**src/rtl/wm_cycle_sequencer_if.sv**
```systemverilog
// Front-end/driver bundle for the washing-machine phase sequencer.
// temp_ok and heater are present only when WM_HEAT_EN is defined.
interface wm_cycle_sequencer_if;
  logic       start;
  logic       lid;
  logic       cancel;
  logic       water_full;
`ifdef WM_HEAT_EN
  logic       temp_ok;
  logic       heater;
`endif
  logic       fault_clear;
  logic [2:0] phase;
  logic       busy;
  logic       water_intake;
  logic       motor_en;
  logic       spin_en;
  logic       done;
  logic       fault;

  // master: coin/ready front-end side; slave: the sequencer itself
  modport master (
    output start, lid, cancel, water_full, fault_clear,
`ifdef WM_HEAT_EN
    output temp_ok,
    input  heater,
`endif
    input  phase, busy, water_intake, motor_en, spin_en, done, fault
  );

  modport slave (
    input  start, lid, cancel, water_full, fault_clear,
`ifdef WM_HEAT_EN
    input  temp_ok,
    output heater,
`endif
    output phase, busy, water_intake, motor_en, spin_en, done, fault
  );
endinterface

```
**src/rtl/wm_cycle_sequencer.sv**
```systemverilog
// Timed wash-cycle phase sequencer: fill, optional heat, soak, wash, rinse, spin.
// Optional heat phase enabled by defining WM_HEAT_EN.
module wm_cycle_sequencer #(
  parameter int unsigned PRESCALE     = 4,
  parameter int unsigned SOAK_TICKS   = 3,
  parameter int unsigned WASH_TICKS   = 5,
  parameter int unsigned RINSE_TICKS  = 2,
  parameter int unsigned SPIN_TICKS   = 3,
  parameter int unsigned FILL_TIMEOUT = 6,
  parameter int unsigned HEAT_TIMEOUT = 8
) (
  input logic                   clock,
  input logic                   reset_n,
  wm_cycle_sequencer_if.slave   bus
);

  typedef enum logic [2:0] {
    StIdle  = 3'd0,
    StFill  = 3'd1,
    StHeat  = 3'd2,
    StSoak  = 3'd3,
    StWash  = 3'd4,
    StRinse = 3'd5,
    StSpin  = 3'd6,
    StFault = 3'd7
  } state_e;

  localparam logic [15:0] PresLast  = 16'(PRESCALE - 1);
  localparam logic [15:0] SoakLast  = 16'(SOAK_TICKS - 1);
  localparam logic [15:0] WashLast  = 16'(WASH_TICKS - 1);
  localparam logic [15:0] RinseLast = 16'(RINSE_TICKS - 1);
  localparam logic [15:0] SpinLast  = 16'(SPIN_TICKS - 1);
  localparam logic [15:0] FillLast  = 16'(FILL_TIMEOUT - 1);
`ifdef WM_HEAT_EN
  localparam logic [15:0] HeatLast  = 16'(HEAT_TIMEOUT - 1);
  localparam state_e      FillNext  = StHeat;
`else
  localparam state_e      FillNext  = StSoak;
`endif

  state_e      state_q, state_d;
  logic [15:0] presc_q, presc_d;
  logic [15:0] cnt_q, cnt_d;
  logic        busy_q, busy_d;
  logic        water_q, water_d;
  logic        motor_q, motor_d;
  logic        spin_q, spin_d;
  logic        done_q, done_d;
  logic        fault_q, fault_d;
`ifdef WM_HEAT_EN
  logic        heater_q, heater_d;
`endif

  logic paused;
  logic tick;
  logic pause_d;

  function automatic logic is_active(state_e s);
    return (s != StIdle) && (s != StFault);
  endfunction

  always_comb begin
    state_d = state_q;
    done_d  = 1'b0;
    paused  = bus.lid && is_active(state_q);
    tick    = !paused && (presc_q == PresLast);

    unique case (state_q)
      StIdle: begin
        if (bus.start && !bus.lid) state_d = StFill;
      end
      // Sensor advance beats cancel, which beats the timeout fault.
      StFill: begin
        if (!paused && bus.water_full)      state_d = FillNext;
        else if (bus.cancel)                state_d = StSpin;
        else if (tick && cnt_q == FillLast) state_d = StFault;
      end
`ifdef WM_HEAT_EN
      StHeat: begin
        if (!paused && bus.temp_ok)         state_d = StSoak;
        else if (bus.cancel)                state_d = StSpin;
        else if (tick && cnt_q == HeatLast) state_d = StFault;
      end
`endif
      StSoak: begin
        if (bus.cancel)                     state_d = StSpin;
        else if (tick && cnt_q == SoakLast) state_d = StWash;
      end
      StWash: begin
        if (bus.cancel)                     state_d = StSpin;
        else if (tick && cnt_q == WashLast) state_d = StRinse;
      end
      StRinse: begin
        if (bus.cancel)                      state_d = StSpin;
        else if (tick && cnt_q == RinseLast) state_d = StSpin;
      end
      StSpin: begin
        if (tick && cnt_q == SpinLast) begin
          state_d = StIdle;
          done_d  = 1'b1;
        end
      end
      StFault: begin
        if (bus.fault_clear) state_d = StIdle;
      end
      default: state_d = StIdle;
    endcase

    // Counters restart on every state entry and freeze while paused.
    presc_d = presc_q;
    cnt_d   = cnt_q;
    if (state_d != state_q) begin
      presc_d = '0;
      cnt_d   = '0;
    end else if (is_active(state_q) && !paused) begin
      if (presc_q == PresLast) begin
        presc_d = '0;
        cnt_d   = cnt_q + 16'd1;
      end else begin
        presc_d = presc_q + 16'd1;
      end
    end

    // Outputs are decoded from the next state, gated by the lid as sampled now.
    pause_d  = bus.lid && is_active(state_d);
    busy_d   = is_active(state_d);
    water_d  = (state_d == StFill) && !pause_d;
    motor_d  = ((state_d == StSoak) || (state_d == StWash) || (state_d == StRinse) ||
                (state_d == StSpin)) && !pause_d;
    spin_d   = (state_d == StSpin) && !pause_d;
    fault_d  = (state_d == StFault);
`ifdef WM_HEAT_EN
    heater_d = (state_d == StHeat) && !pause_d;
`endif
  end

  always_ff @(posedge clock or negedge reset_n) begin
    if (!reset_n) begin
      state_q  <= StIdle;
      presc_q  <= '0;
      cnt_q    <= '0;
      busy_q   <= 1'b0;
      water_q  <= 1'b0;
      motor_q  <= 1'b0;
      spin_q   <= 1'b0;
      done_q   <= 1'b0;
      fault_q  <= 1'b0;
`ifdef WM_HEAT_EN
      heater_q <= 1'b0;
`endif
    end else begin
      state_q  <= state_d;
      presc_q  <= presc_d;
      cnt_q    <= cnt_d;
      busy_q   <= busy_d;
      water_q  <= water_d;
      motor_q  <= motor_d;
      spin_q   <= spin_d;
      done_q   <= done_d;
      fault_q  <= fault_d;
`ifdef WM_HEAT_EN
      heater_q <= heater_d;
`endif
    end
  end

  assign bus.phase        = state_q;
  assign bus.busy         = busy_q;
  assign bus.water_intake = water_q;
  assign bus.motor_en     = motor_q;
  assign bus.spin_en      = spin_q;
  assign bus.done         = done_q;
  assign bus.fault        = fault_q;
`ifdef WM_HEAT_EN
  assign bus.heater       = heater_q;
`endif

endmodule

```
**src/flat_wrapper.sv**
```systemverilog
// flat-port wrapper written by rule: the top's interface ports become plain ports
module wm_cycle_sequencer_flat 
#(
  parameter int unsigned PRESCALE     = 4,
  parameter int unsigned SOAK_TICKS   = 3,
  parameter int unsigned WASH_TICKS   = 5,
  parameter int unsigned RINSE_TICKS  = 2,
  parameter int unsigned SPIN_TICKS   = 3,
  parameter int unsigned FILL_TIMEOUT = 6,
  parameter int unsigned HEAT_TIMEOUT = 8
)
  (clock, reset_n, bus_start, bus_lid, bus_cancel, bus_water_full, bus_fault_clear, bus_phase, bus_busy, bus_water_intake, bus_motor_en, bus_spin_en, bus_done, bus_fault);
  wm_cycle_sequencer_if bus_i ();
  input logic clock;
  input logic reset_n;
  input wire logic [$bits(bus_i.start)-1:0] bus_start;
  input wire logic [$bits(bus_i.lid)-1:0] bus_lid;
  input wire logic [$bits(bus_i.cancel)-1:0] bus_cancel;
  input wire logic [$bits(bus_i.water_full)-1:0] bus_water_full;
  input wire logic [$bits(bus_i.fault_clear)-1:0] bus_fault_clear;
  output wire logic [$bits(bus_i.phase)-1:0] bus_phase;
  output wire logic [$bits(bus_i.busy)-1:0] bus_busy;
  output wire logic [$bits(bus_i.water_intake)-1:0] bus_water_intake;
  output wire logic [$bits(bus_i.motor_en)-1:0] bus_motor_en;
  output wire logic [$bits(bus_i.spin_en)-1:0] bus_spin_en;
  output wire logic [$bits(bus_i.done)-1:0] bus_done;
  output wire logic [$bits(bus_i.fault)-1:0] bus_fault;
  assign bus_i.start = bus_start;
  assign bus_i.lid = bus_lid;
  assign bus_i.cancel = bus_cancel;
  assign bus_i.water_full = bus_water_full;
  assign bus_i.fault_clear = bus_fault_clear;
  assign bus_phase = bus_i.phase;
  assign bus_busy = bus_i.busy;
  assign bus_water_intake = bus_i.water_intake;
  assign bus_motor_en = bus_i.motor_en;
  assign bus_spin_en = bus_i.spin_en;
  assign bus_done = bus_i.done;
  assign bus_fault = bus_i.fault;
  wm_cycle_sequencer #(.PRESCALE(PRESCALE), .SOAK_TICKS(SOAK_TICKS), .WASH_TICKS(WASH_TICKS), .RINSE_TICKS(RINSE_TICKS), .SPIN_TICKS(SPIN_TICKS), .FILL_TIMEOUT(FILL_TIMEOUT), .HEAT_TIMEOUT(HEAT_TIMEOUT)) u_core (.clock(clock), .reset_n(reset_n), .bus(bus_i));
endmodule
```
**config.mk**
```make
export PLATFORM = sky130hd
export DESIGN_NAME = wm_cycle_sequencer_flat
export DESIGN_NICKNAME = d
export VERILOG_FILES = /design/src/rtl/wm_cycle_sequencer_if.sv /design/src/rtl/wm_cycle_sequencer.sv /design/src/flat_wrapper.sv
export SDC_FILE = /design/constraint.sdc
export NUM_CORES = 1
export LEC_CHECK = 0
export CAP_MARGIN = 20
export CELL_PAD_IN_SITES_DETAIL_PLACEMENT = 0
export CELL_PAD_IN_SITES_GLOBAL_PLACEMENT = 2
export CORE_MARGIN = 10
export CORE_UTILIZATION = 35
export DETAILED_ROUTE_END_ITERATION = 6
export GPL_ROUTABILITY_DRIVEN = 0
export GPL_TIMING_DRIVEN = 1
export PLACE_DENSITY_LB_ADDON = 0.1
export RECOVER_POWER = 25
export SLEW_MARGIN = 10
export SYNTH_ARGS = -nofsm -noshare
export SYNTH_HDL_FRONTEND = slang
export SYNTH_SLANG_ARGS = --single-unit
export TNS_END_PERCENT = 50
```
**constraint.sdc**
```tcl
create_clock -name clock -period 2.7 [get_ports clock]
set_input_delay 0.27 -clock clock [delete_from_list [all_inputs] [get_ports clock]]
set_output_delay 0.27 -clock clock [all_outputs]
set_load 0.02 [all_outputs]
```
==> results by group, run 1 <==
Outcome
  – Status: finished, violations left
  – Failing checks: max-capacitance violations, max-slew violations

Routing
  – Drt pass-1 iters: 4
  – DRC: 0
  – Via Count: 1,958
  – Final wirelength: 5.74 mm
  – Vias per cell: 5.05
  – DR iter-0 viols: 70
  – WL per Instance: 14.8 µm
  – Antenna viol nets, final: 0

STA
  – RSZ-0062 raised after global routing: no
  – Final Hold Viols: 0
  – Setup violators final: 0
  – Final Max Slew Viols: 42
  – Tightest Pin Transition: 2.23 ns
  – Final Critical Period: 2.34 ns
  – Max Clock Freq: 427 MHz
  – Period utilization: 86.7%
  – Post-route setup TNS: 0 ns
  – Skew final: 0.00585 ns
  – Worst slew margin: -48.6%
  – Fin Hold WS: 0.554 ns

Final layout
  – Final core occ: 41.3%
  – Layout cells sized above 1: 10.3%
  – Post-route insts no fill: 388
  – Commonest non-fill, non-tap cell in the layout: nor2_1
  – Commonest cells after routing, fill and taps aside: nor2_1 (46), dfrtp_1 (41), nand2_1 (25)
  – Multi-input gate area: 0.00136 mm²
  – Sequential Area: 0.00103 mm²
  – Synth-to-Final Area Change: 13.8%
  – Layout Nets: 304
  – Antenna cells: 0
  – FILL cells: 704

Logic synthesis
  – Post-synthesis mux area share: 0.804%
  – Unique masters post-synth: 49
  – Number of synthesized flops with an enable pin: 0
  – Sequential share of the synthesized area: 41.2%
  – Synth Area in Adders: 2.51%
  – Synth Area in Compound Gates: 10.9%
  – Mapped Cells: 278
  – Synth Flop Type: dfrtp_1
  – Syn nets: 290
  – Syn Area/Cell: 8.96 µm²
  – Synthesized area: 0.00249 mm²
  – Post-Synth XOR/XNOR Area: 7.38%
  – Post-synthesis register bit count: 41
  – Asr flop ratio synth: 100%
  – Largest family of logic cells by synthesized area: simple AND/OR/NAND/NOR gates
  – Synthesis warning total: 0
  – Simple-Gate Fraction of Synth Area: 33.0%

Critical path
  – CP max FO: 8
  – Startpoint types: flop
  – Worst setup path category: reg2reg
  – Crit. End Element: flop
  – Critical path arrival: 2.51 ns
  – Req. time, crit path: 2.87 ns

Die
  – DIE HEIGHT: 104 µm
  – IO Count: 16
  – Die span in x: 104 µm
  – Die area: 0.0109 mm²
  – Initial Utilization: 36.3%
  – Total core area: 0.00687 mm²
  – Row count: 30

Pwr
  – Leakage power: 1.21 nW
  – Power Density: 764 mW/mm²
  – Max VDD drop: 0.434 mV

Global route
  – Total Routing Usage GR: 10.5%
  – Largest net degree at the start of global routing: 42
  – Global-route wire length before repair: 9.54 mm
  – Met2 usage: 15.3%
  – Met1 Use GR: 14.9%
  – Grt met3 use: 2.35%
  – Vias in the first global route: 1,852
  – Overflow after GRT: 0
  – Initial antenna violation count: 0
  – GRT busiest layer: met2

Clocking
  – Cts hold-fix bufs: 0
  – Clock slew at reported path FFs: 0.08 ns
  – Post-CTS Setup Repair Bufs: 0
  – Num CTS Buffers: 5
  – Clock latency on the worst-skew pair: 0.29 ns
  – CTS tree: yes
  – Clock Sinks: 41
  – CTS H-tree lvls: 2
  – Clock root cell: clkbuf_8
  – Post-CTS Resized: 0
  – Longest Clk Path Bufs: 2

Placement
  – Input/output buffers: 15
  – HPWL Detailed: 4.02 mm
  – Placed Instances: 381

Min path
  – Hold WC Path Type: reg2reg

Flow run
  – Total of max-cap violations: 1
-- final cells by class --
class                   count  share of cell area [%]
clock buffers               7                    3.05
flip-flops and latches     41                    36.2
multi-input cells         213                    48.0
repair buffers             22                    7.37
inverters                   9                    1.19
well taps                  96                    4.24
-- cell usage after synthesis, drive strengths merged (2+ instances only) --
library cell	count	area share, %
nor2	49	8.3
dfrtp	41	41
nand2	25	3.8
xor2	13	4.6
a21oi	11	2.2
nand3	11	2.2
nand4	10	3.1
o21ai	10	2.0
buf	9	2.0
inv	9	1.4
and3	8	2.3
nor3	8	2.0
xnor2	8	2.8
nor4	7	2.0
clkbuf	6	0.90
ha	5	2.5
nor2b	5	1.3
a22oi	4	1.2
and4	4	1.4
o211ai	4	1.2
or3	4	1.0
nand2b	3	1.1
nor3b	3	1.1
or4	3	1.2
and2	2	0.50
mux2i	2	0.80
nor4b	2	0.70
o22ai	2	0.50
-- cells by family (layout without fill, tap and decap cells) --
family	Yosys count	in the layout
multiplexers	2	2
AO/OA/AOI/OAI	38	38
flip-flops	41	41
XOR/XNOR	21	21
buffers and inverters	24	38
AND/OR/NAND/NOR	147	147
adder cells (fa/ha/maj)	5	5
-- layer usage --
metal	share of wire, %	vias to the layer above	wire length, µm
met5	0	-	0
met1	52	917	3000
met4	1.3	0	74
met2	43	34	2460
met3	3.6	8	209
li1	-	999	-
-- final timing paths --
kind                                          startpoint                             to  slack, ns  cells past startpoint
max reg2reg                u_core.presc_q[0]$_DFFE_PN0P_  u_core.bus.motor_en$_DFF_PN0_       0.36                      8
max                        u_core.presc_q[0]$_DFFE_PN0P_  u_core.bus.motor_en$_DFF_PN0_       0.36                      8
min reg2reg                 u_core.cnt_q[15]$_DFFE_PN0P_   u_core.cnt_q[15]$_DFFE_PN0P_       0.55                      2
max in group asynchronous                        reset_n  u_core.presc_q[8]$_DFFE_PN0P_       0.79                      1
min in group asynchronous                        reset_n   u_core.bus.spin_en$_DFF_PN0_       0.62                      1
min                         u_core.cnt_q[15]$_DFFE_PN0P_   u_core.cnt_q[15]$_DFFE_PN0P_       0.55                      2
-- through the flow --
step / area [µm²] / setup WS, ns / total power, mW
2_1_floorplan: 2490 / 0.551 / 1.43
3_3_place_gp: 2750 / 0.316 / 1.80
3_5_place_dp: 2750 / 0.295 / 1.79
4_1_cts: 2840 / 0.362 / 2.21
5_1_grt: 2840 / 0.168 / 2.32
6_report: 2840 / 0.360 / 2.17
-- flip-flops by register name, indices dropped and copies added, names as in the netlist --
| register | flops |
|---|---|
| u_core.cnt_q | 16 |
| u_core.presc_q | 16 |
| u_core.bus.phase | 3 |
| u_core.bus.busy | 1 |
| u_core.bus.done | 1 |
| u_core.bus.fault | 1 |
| u_core.bus.motor_en | 1 |
| u_core.bus.spin_en | 1 |
| u_core.bus.water_intake | 1 |
-- critical path: stages, from the launching register on --
cell and delay, ns:
dfrtp_1 0.43, ha_1 0.27, nor4b_1 0.23, and4_1 0.29, nand4_4 0.18, nand2b_4 0.19, a221oi_4 0.36, nand2_1 0.11
nor3b_2 0.17
-- where the power goes --
| part | switching [mW] | internal, mW |
|---|---|---|
| Sequential | 0.0730 | 0.678 |
| Combinational | 0.622 | 0.386 |
| Clock | 0.205 | 0.203 |
| Total | 0.900 | 1.27 |
Power figures use the tool's default switching activity.
==> inputs of run 2 (changes only) <==
--- a/config.mk
+++ b/config.mk
@@ -12,7 +12,6 @@
 export CORE_UTILIZATION = 35
 export DETAILED_ROUTE_END_ITERATION = 6
 export GPL_ROUTABILITY_DRIVEN = 0
-export GPL_TIMING_DRIVEN = 1
 export PLACE_DENSITY_LB_ADDON = 0.1
 export RECOVER_POWER = 25
 export SLEW_MARGIN = 10
==> results of run 2 <==
Final layout, timing and power as in run 1 (identical DEF).
